`src/rtl/elev_pkg.sv`:
```
// Shared types and constants for the four-floor elevator controller.
package elev_pkg;

   typedef enum logic [1:0] {
      IDLE      = 2'b00,
      MOVE_UP   = 2'b01,
      MOVE_DOWN = 2'b10,
      DOOR      = 2'b11
   } elev_state_e;

   localparam int NUM_FLOORS = 4;

   localparam logic [1:0] FLOOR1 = 2'b00;
   localparam logic [1:0] FLOOR2 = 2'b01;
   localparam logic [1:0] FLOOR3 = 2'b10;
   localparam logic [1:0] FLOOR4 = 2'b11;

   // One-hot of a floor code.
   function automatic logic [NUM_FLOORS-1:0] floor_onehot(input logic [1:0] f);
      return 4'b0001 << f;
   endfunction

   // Floors strictly above f.
   function automatic logic [NUM_FLOORS-1:0] above_mask(input logic [1:0] f);
      return 4'b1110 << f;
   endfunction

   // Floors strictly below f.
   function automatic logic [NUM_FLOORS-1:0] below_mask(input logic [1:0] f);
      return (4'b0001 << f) - 4'b0001;
   endfunction

endpackage

```
`src/rtl/elevator_ctrl_if.sv`:
```
// Call-button and status bundle between the elevator controller and its
// surroundings (buttons, lamps, floor-number decoder).
interface elevator_ctrl_if;
   import elev_pkg::*;

   logic [NUM_FLOORS-1:0] req;
   logic [1:0]            floor;
   logic                  dir_up;
   logic                  moving;
   logic                  door_open;
   logic [NUM_FLOORS-1:0] pending;

   modport master (
      output req,
      input  floor, dir_up, moving, door_open, pending
   );

   modport slave (
      input  req,
      output floor, dir_up, moving, door_open, pending
   );
endinterface

```
`src/rtl/elev_timer.sv`:
```
// Loadable down-counter shared by travel and door dwell. A start pulse loads
// (cycles-1); done is high while the count sits at zero.
module elev_timer #(
   parameter int WIDTH = 8
) (
   input  logic             clk,
   input  logic             rst,
   input  logic             start_i,
   input  logic [WIDTH-1:0] load_i,
   output logic             done_o
);

   logic [WIDTH-1:0] cnt_q;

   // Count register: load on start, otherwise count down and hold at zero.
   always_ff @(posedge clk) begin
      if (rst) begin
         cnt_q <= {WIDTH{1'b0}};
      end else if (start_i) begin
         cnt_q <= load_i;
      end else if (cnt_q != {WIDTH{1'b0}}) begin
         cnt_q <= cnt_q - {{(WIDTH-1){1'b0}}, 1'b1};
      end else begin
         cnt_q <= cnt_q;
      end
   end

   assign done_o = (cnt_q == {WIDTH{1'b0}});

endmodule

```
`src/rtl/elevator_ctrl.sv`:
```
// Four-floor collective elevator controller: latches calls, picks direction,
// times travel and door dwell, drives the floor code for the display decoder.
// Optional: define ELEV_DOOR_REOPEN_EN so a call for the current floor while
// the door is open restarts the dwell instead of being ignored.
module elevator_ctrl
   import elev_pkg::*;
#(
   parameter int MOVE_CYCLES = 50_000_000,
   parameter int DOOR_CYCLES = 100_000_000
) (
   input  logic            clk,
   input  logic            rst,
   elevator_ctrl_if.slave  elev_if
);

   localparam int MAX_CYCLES = (MOVE_CYCLES > DOOR_CYCLES) ? MOVE_CYCLES : DOOR_CYCLES;
   localparam int TW         = $clog2(MAX_CYCLES + 1);
   localparam logic [TW-1:0] MOVE_LOAD = TW'(MOVE_CYCLES - 1);
   localparam logic [TW-1:0] DOOR_LOAD = TW'(DOOR_CYCLES - 1);

   elev_state_e           state_q, state_d;
   logic [1:0]            floor_q, floor_d;
   logic                  dir_up_q, dir_up_d;
   logic [NUM_FLOORS-1:0] pending_q, pending_d;

   logic [NUM_FLOORS-1:0] req_s;
   logic [NUM_FLOORS-1:0] clear_s;
   logic                  above_s, below_s;
   logic                  reopen_s;
   logic                  tmr_start_s;
   logic [TW-1:0]         tmr_load_s;
   logic                  tmr_done_s;

   elev_timer #(.WIDTH(TW)) u_timer (
      .clk     (clk),
      .rst     (rst),
      .start_i (tmr_start_s),
      .load_i  (tmr_load_s),
      .done_o  (tmr_done_s)
   );

   // Call filtering: the current floor's button never latches while the door is open.
   always_comb begin
      req_s    = elev_if.req;
      reopen_s = 1'b0;
      if (state_q == DOOR) begin
         req_s = elev_if.req & ~floor_onehot(floor_q);
`ifdef ELEV_DOOR_REOPEN_EN
         reopen_s = elev_if.req[floor_q];
`endif
      end else begin
         req_s = elev_if.req;
      end
      above_s = |(pending_q & above_mask(floor_q));
      below_s = |(pending_q & below_mask(floor_q));
   end

   // Scheduling FSM next state, timer control and request latch.
   always_comb begin
      state_d     = state_q;
      floor_d     = floor_q;
      dir_up_d    = dir_up_q;
      clear_s     = 4'b0000;
      tmr_start_s = 1'b0;
      tmr_load_s  = MOVE_LOAD;
      case (state_q)
         IDLE: begin
            if (pending_q[floor_q]) begin
               state_d     = DOOR;
               clear_s     = floor_onehot(floor_q);
               tmr_start_s = 1'b1;
               tmr_load_s  = DOOR_LOAD;
            end else if (dir_up_q ? above_s : !below_s && above_s) begin
               state_d     = MOVE_UP;
               dir_up_d    = 1'b1;
               tmr_start_s = 1'b1;
            end else if (below_s) begin
               state_d     = MOVE_DOWN;
               dir_up_d    = 1'b0;
               tmr_start_s = 1'b1;
            end else begin
               state_d = IDLE;
            end
         end
         MOVE_UP: begin
            if (tmr_done_s) begin
               state_d = IDLE;
               floor_d = floor_q + 2'b01;
            end else begin
               state_d = MOVE_UP;
            end
         end
         MOVE_DOWN: begin
            if (tmr_done_s) begin
               state_d = IDLE;
               floor_d = floor_q - 2'b01;
            end else begin
               state_d = MOVE_DOWN;
            end
         end
         DOOR: begin
            if (reopen_s) begin
               tmr_start_s = 1'b1;
               tmr_load_s  = DOOR_LOAD;
            end else if (tmr_done_s) begin
               state_d = IDLE;
            end else begin
               state_d = DOOR;
            end
         end
         default: begin
            state_d = IDLE;
         end
      endcase
      pending_d = (pending_q | req_s) & ~clear_s;
   end

   // State and status registers; reset abandons any travel or dwell at once.
   always_ff @(posedge clk) begin
      if (rst) begin
         state_q   <= IDLE;
         floor_q   <= FLOOR1;
         dir_up_q  <= 1'b1;
         pending_q <= 4'b0000;
      end else begin
         state_q   <= state_d;
         floor_q   <= floor_d;
         dir_up_q  <= dir_up_d;
         pending_q <= pending_d;
      end
   end

   assign elev_if.floor     = floor_q;
   assign elev_if.dir_up    = dir_up_q;
   assign elev_if.pending   = pending_q;
   assign elev_if.moving    = (state_q == MOVE_UP) || (state_q == MOVE_DOWN);
   assign elev_if.door_open = (state_q == DOOR);

endmodule

```
`src/flat_wrapper.sv`:
```
// flat-port wrapper written by rule: the top's interface ports become plain ports
module elevator_ctrl_flat import elev_pkg::*;
#(
   parameter int MOVE_CYCLES = 50_000_000,
   parameter int DOOR_CYCLES = 100_000_000
)
  (clk, rst, elev_if_req, elev_if_floor, elev_if_dir_up, elev_if_moving, elev_if_door_open, elev_if_pending);
  elevator_ctrl_if elev_if_i ();
  input  logic clk;
  input  logic rst;
  input wire logic [$bits(elev_if_i.req)-1:0] elev_if_req;
  output wire logic [$bits(elev_if_i.floor)-1:0] elev_if_floor;
  output wire logic [$bits(elev_if_i.dir_up)-1:0] elev_if_dir_up;
  output wire logic [$bits(elev_if_i.moving)-1:0] elev_if_moving;
  output wire logic [$bits(elev_if_i.door_open)-1:0] elev_if_door_open;
  output wire logic [$bits(elev_if_i.pending)-1:0] elev_if_pending;
  assign elev_if_i.req = elev_if_req;
  assign elev_if_floor = elev_if_i.floor;
  assign elev_if_dir_up = elev_if_i.dir_up;
  assign elev_if_moving = elev_if_i.moving;
  assign elev_if_door_open = elev_if_i.door_open;
  assign elev_if_pending = elev_if_i.pending;
  elevator_ctrl #(.MOVE_CYCLES(MOVE_CYCLES), .DOOR_CYCLES(DOOR_CYCLES)) u_core (.clk(clk), .rst(rst), .elev_if(elev_if_i));
endmodule
```
`config.mk`:
```
export PLATFORM = sky130hd
export DESIGN_NAME = elevator_ctrl_flat
export DESIGN_NICKNAME = d
export VERILOG_FILES = /design/src/rtl/elev_pkg.sv /design/src/rtl/elevator_ctrl_if.sv /design/src/rtl/elev_timer.sv /design/src/rtl/elevator_ctrl.sv /design/src/flat_wrapper.sv
export SDC_FILE = /design/constraint.sdc
export NUM_CORES = 1
export LEC_CHECK = 0
export ABC_AREA = 1
export BUFFER_PORTS_ARGS = -buffer_cell sky130_fd_sc_hd__buf_4
export CAP_MARGIN = 20
export CORE_ASPECT_RATIO = 1.4
export CORE_MARGIN = 3
export CORE_UTILIZATION = 45
export CTS_CLUSTER_DIAMETER = 60
export DETAILED_ROUTE_END_ITERATION = 16
export PLACE_DENSITY = 0.63
export SLEW_MARGIN = 20
export SYNTH_ARGS = -nofsm -noshare
export SYNTH_HDL_FRONTEND = slang
export SYNTH_SLANG_ARGS = --single-unit
```
`constraint.sdc`:
```
create_clock -name clk -period 1.7 [get_ports clk]
set_clock_uncertainty 0.1 [all_clocks]
set_input_delay 0.085 -clock clk [delete_from_list [all_inputs] [get_ports clk]]
set_output_delay 0.085 -clock clk [all_outputs]
set_load 0.005 [all_outputs]
```
==> results_dict.tcl, run 1 <==
set metrics [dict create \
    status "complete, no violations" \
    antenna_cells 0 \
    dieHeight_microns 91.82 \
    clk_latency_ns 0.30 \
    num_io_pins 15 \
    numPortBuffers 14 \
    cp.arrival_ns 1.73 \
    worstPathMaxFanout 15 \
    final_common_cell "nand2_1" \
    hold_violations 0 \
    wl_met1_microns 2570 \
    r2r_slack_ns 0.06 \
    grt_max_degree 21 \
    ys_seq_elements 36 \
    dieWidth_microns 67.30 \
    hold_class "input pin to flip-flop" \
    setup_viol 0 \
    nNetsFinal 454 \
    final_cell_area_sq_um 3126 \
    start_util_pct 47.78 \
    ys.warnings.count 0 \
    h-tree-depth 2 \
    synth_cell_types 28 \
    synth_cells 377 \
    grt_pass1_vias 2440 \
    critPathKind "flip-flop to flip-flop" \
    drc 0 \
    crit_path_end_kind "flip-flop" \
    drive_above_1_share_pct 30.93 \
    cts_tree "yes" \
    dr_total_vias 2524 \
    grt_util_all_layers_pct 23.76 \
    met2_length_microns 3540 \
    holdWs_ns 0.01549 \
    viasPerCell 4.978 \
    yosysSeqAreaShare_pct 30.44 \
    avgSynthCellArea_sq_um 6.279 \
    crit_path_max_incr_delay_ns 0.35 \
    clockBufferDepth 2 \
    place_area_sq_um 2843 \
    cts_made_buffers 5 \
    crit_path_start_kind "flip-flop" \
    fmax_mhz 610.6 \
    grt_first_pass_wirelength_microns 10960 \
    drt_iter0_markers 80 \
    period_share_pct 96.33 \
    syn2layout_area_growth_pct 32.03 \
    drv_slew 0 \
    ant_nets 0 \
    power_density_nw_per_um2 1902 \
    layout_common_cells "nand2_1, buf_4, nor2_1" \
    syn-cell-area_sq_um 2367 \
    dieArea_sq_um 6179 \
    worstMarginPinSlew_ns 0.4750 \
    cpMaxStageDelayCell "dfxtp_2" \
    period_minus_slack_ns 1.638 \
    rsz0062_at_grt "true" \
    wl_per_cell_microns 13.37 \
    cp.required_ns 1.79 \
    worstPathCellList "nor2_4 > buf_4 > nand2_1 > nor2_4 > nand2_1 > nor2_2 > nand2_4 > and3_1" \
    synth_fp_nets 389 \
    wl_met3_microns 169 \
    cp_num_buf_inv 1 \
    wl_microns 6779 \
    slew_headroom_pct 68.30 \
    rows 30 \
    peakVddDrop_uv 1103 \
    p_leak_nw 1.536 \
    gp_congestion 0.9047 \
    cts_sinks 36 \
    core_area_sq_um 4955 \
    root_buffer "clkbuf_8" \
    gr-total-overflow 0 \
    top_layer_used "met4" \
    cpLargestDelayFamily "simple AND/OR/NAND/NOR gates" \
    hpwlAfterDp_microns 5238 \
    drt-pass1-iter-count 4 \
    cap_violations 0 \
    cts.reportedPaths.clkPinSlew_ns 0.08 \
    p_total_mw 5.945 \
    grt_antenna_before_repair 0 \
    fillers 500 \
]
## cells by family after synthesis
family,synth area share (%)
XOR/XNOR,4.440
AND/OR/NAND/NOR,43.45
adder cells (fa/ha/maj),3.171
AO/OA/AOI/OAI,8.087
flip-flops,30.44
buffers and inverters,10.41
## registers in the layout (all words and copies together), names as in the netlist
register / flops
u_core.state_q: 2
u_core.elev_if.dir_up: 1
u_core.elev_if.pending: 4
u_core.elev_if.floor: 2
u_core.u_timer.cnt_q: 27
## worst reg2reg max path: stages, from the launching register on
cell     delay, ns
dfxtp_2       0.35
nor2_4        0.12
buf_4         0.11
nand2_1       0.08
nor2_4        0.15
nand2_1       0.08
nor2_2        0.19
nand2_4       0.15
and3_1        0.21
## synth_stat cells (all sizes together)
cell type | number | share of area [%]
nand3b | 1 | 0.32
o21bai | 2 | 0.63
or2 | 2 | 0.53
nor3 | 6 | 1.3
xnor2 | 5 | 1.8
and3 | 1 | 0.26
nor2 | 79 | 14
nand3 | 38 | 8.0
o211ai | 1 | 0.32
inv | 45 | 7.2
clkbuf | 2 | 0.32
buf | 7 | 2.9
nand2 | 99 | 17
o221ai | 1 | 0.37
xor2 | 7 | 2.6
a21oi | 16 | 3.4
nand4 | 7 | 1.8
dfxtp | 36 | 30
ha | 6 | 3.2
o21ai | 16 | 3.4
## final timing paths
kind                               end                      from  depth (start not counted)
max            u_core.u_timer.cnt_q[9]  u_core.u_timer.cnt_q[23]                          8
min          u_core.elev_if.pending[0]            elev_if_req[0]                          3
max reg2reg    u_core.u_timer.cnt_q[9]  u_core.u_timer.cnt_q[23]                          8
min reg2reg      u_core.elev_if.dir_up     u_core.elev_if.dir_up                          2
## layer usage
layer / global-route usage [%] / up-vias
met1: 24.05 / 1129
met3: 4.044 / 33
met2: 42.66 / 46
li1: - / 1316
met4: 15.57 / 0
met5: 0 / -
## area by class of cell
class	count	area (sq um)	area share, %
clock inverter	2	10.01	0.3203
multi-input combinational	287	1533	49.04
inverter	45	171.4	5.484
clock buffer	6	82.58	2.642
timing repair buffer	67	520.5	16.65
sequential	36	728.2	23.30
tap	64	80.08	2.562
## power by group
part           leakage (nW)  internal, mW  switching (mW)
combinational          1.18          1.69            2.18
sequential            0.300          1.15           0.279
clock                0.0510         0.324           0.327
## metrics by stage
stage,cells,util [%],setup TNS (ns),worst slack [ns]
after floorplan,377,-,0,0.1718
after global placement,493,57.37,-0.1721,-0.05370
after detailed placement,493,57.37,-0.09271,-0.03202
after CTS,501,59.44,0,0.004095
after global routing,507,63.08,-0.8133,-0.07902
final,507,63.08,0,0.06232
## repair_timing
item,4_1_cts,5_1_grt
hold buffers,0,0
gates resized for setup,6,54
gates cloned,0,1
endpoints found under the setup margin,16,33
buffers inserted,0,5
pin swaps,1,18
Power figures use the tool's default switching activity.
==> inputs of run 2 (changes only) <==
- CTS_BUF_LIST: unset -> sky130_fd_sc_hd__clkbuf_16
==> run 2 against run 1 <==
Against the previous run: core utilization up 1.4 points; via count up 1.5%; clock power up 35%; cell count up 0.39%; total power up 4.7%; count of clock-buffer cells in the layout down 1; register-to-register slack worse by 0.05 ns; maximum frequency down 3.2%; sequential power about the same; combinational power up 1%; highest routed layer unchanged.
==> results_dict.tcl, run 2 (synthesized netlist as in run 1, its figures left out) <==
set metrics [dict create \
    numPortBuffers 14 \
    fmax_mhz 591.2 \
    nNetsFinal 456 \
    hold_violations 0 \
    fillers 483 \
    power_frac_clock_pct 14.1 \
    viasPerCell 5.035 \
    gp_congestion 0.9047 \
    peakVddDrop_uv 1076 \
    largest_reg_flops 27 \
    hold_buffers 0 \
    holdCritStartpoint "elev_if_req[0]" \
    wl_per_cell_microns 13.82 \
    drv_slew 0 \
    root_buffer "clkbuf_16" \
    r2r_cells 11 \
    drt-pass1-iter-count 4 \
    drt_iter0_markers 93 \
    hpwlAfterDp_microns 5238 \
    cp.required_ns 1.77 \
    period_share_pct 99.49 \
    clockBufferDepth 2 \
    crit_path_start_kind "flip-flop" \
    syn2layout_area_growth_pct 35.04 \
    clk_latency_ns 0.28 \
    r2r_end "u_core.state_q[1]" \
    power_switching_share_pct 45.65 \
    start_util_pct 47.78 \
    period_minus_slack_ns 1.691 \
    holdWs_ns 0.03500 \
    power_frac_comb_pct 62.7 \
    hold_class "input pin to flip-flop" \
    dieWidth_microns 67.30 \
    gr-total-overflow 0 \
    worstMarginPinSlew_ns 0.4871 \
    dp.cells 493 \
    grt_util_all_layers_pct 23.56 \
    drive_above_1_share_pct 31.01 \
    status "complete, no violations" \
    crit_path_end_kind "flip-flop" \
    slew_headroom_pct 67.49 \
    rows 30 \
    pwr-share-seq_pct 23.2 \
    power.switching_mw 2.841 \
    ant_nets 0 \
    cts_sinks 36 \
    core_area_sq_um 4955 \
    dieHeight_microns 91.82 \
    fin_util_pct 64.52 \
    final_common_cell "nand2_1" \
    multiInputGateArea_sq_um 1540 \
    largest_register "u_core.u_timer.cnt_q" \
    grt_max_degree 21 \
    setup_viol 0 \
    hold_depth 3 \
    grt_pass1_vias 2440 \
    layout_common_cells "nand2_1, buf_4, nor2_1" \
    rsz0062_at_grt "true" \
    p_int_mw 3.382 \
    wl_microns 7035 \
    regArea_sq_um 730.7 \
    dr_total_vias 2563 \
    rr_startpoint "u_core.u_timer.cnt_q[2]" \
    num_io_pins 15 \
    dieArea_sq_um 6179 \
    cp.arrival_ns 1.76 \
    r2r_slack_ns 0.009 \
    grt_antenna_before_repair 0 \
    critPathKind "flip-flop to flip-flop" \
    final_cells 509 \
    cts_made_buffers 5 \
    antenna_cells 0 \
    worstPathMaxFanout 4 \
    grt_first_pass_wirelength_microns 11030 \
    min_to "u_core.elev_if.pending[0]" \
    cap_violations 0 \
    p_leak_nw 1.582 \
    h-tree-depth 2 \
    power_density_nw_per_um2 1947 \
    cts.reportedPaths.clkPinSlew_ns 0.06 \
    drc 0 \
    cts_tree "yes" \
]
[run 2: what timing repair did]
item | 4_1_cts | 5_1_grt
cloned | 0 | 1
setup buffers | 0 | 7
pin swaps | 1 | 22
setup endpoints to repair | 16 | 33
endpoints found under the hold margin | 0 | 0
resized for setup | 7 | 57
[run 2: power groups by stage]
stage	registers [mW]	clock network, mW	logic, mW
after floorplan	1.35	0	2.23
after global placement	1.39	0	3.46
after detailed placement	1.40	0	3.47
after CTS	1.39	0.897	3.52
after global routing	1.47	0.941	4.35
final	1.44	0.878	3.90
[run 2: worst max-delay path by stage]
stage,end,slack (ns),depth (start not counted),from
2_1_floorplan,u_core.u_timer.cnt_q[13],0.17,11,u_core.elev_if.floor[1]
3_3_place_gp,u_core.u_timer.cnt_q[25],-0.05,10,u_core.elev_if.floor[0]
3_5_place_dp,u_core.u_timer.cnt_q[25],-0.03,10,u_core.elev_if.floor[0]
4_1_cts,u_core.u_timer.cnt_q[9],0.009,7,u_core.u_timer.cnt_q[14]
5_1_grt,u_core.state_q[1],-0.11,11,u_core.u_timer.cnt_q[2]
6_report,u_core.state_q[1],0.009,11,u_core.u_timer.cnt_q[2]
[run 2: layout make-up]
type,count,share of cell area [%]
multi-input cells,287,48.18
flip-flops and latches,36,22.86
repair buffers,69,16.75
inverters,45,5.362
clock buffers,5,3.914
well taps,64,2.505
clock inverters,3,0.4305
[run 2: critical path, stage by stage, from the launching register on]
cell and delay (ns):
dfxtp_1 0.35, nor2_2 0.17, nand2_1 0.15, inv_1 0.13, nand2_1 0.07, nor2_2 0.14
nand2_4 0.08, buf_4 0.14, o21ai_1 0.07, nand2_1 0.06, nand3_1 0.06, inv_1 0.05
[run 2: through the flow]
step	setup TNS [ns]	setup slack [ns]	instance area [sq um]	total power [mW]
after floorplan	0	0.1718	2367	3.581
after global placement	-0.1721	-0.05370	2843	4.848
after detailed placement	-0.09271	-0.03202	2843	4.875
after CTS	0	0.008776	2994	5.805
after global routing	-0.7815	-0.1107	3197	6.756
final	0	0.008642	3197	6.223
[run 2: metal layers]
layer	track usage (%)	wire length (microns)	part of all wire, %
met5	0	0	0
met1	24.62	2588	37
met2	43.40	3863	55
met3	4.044	205	2.9
met4	11.34	378	5.4
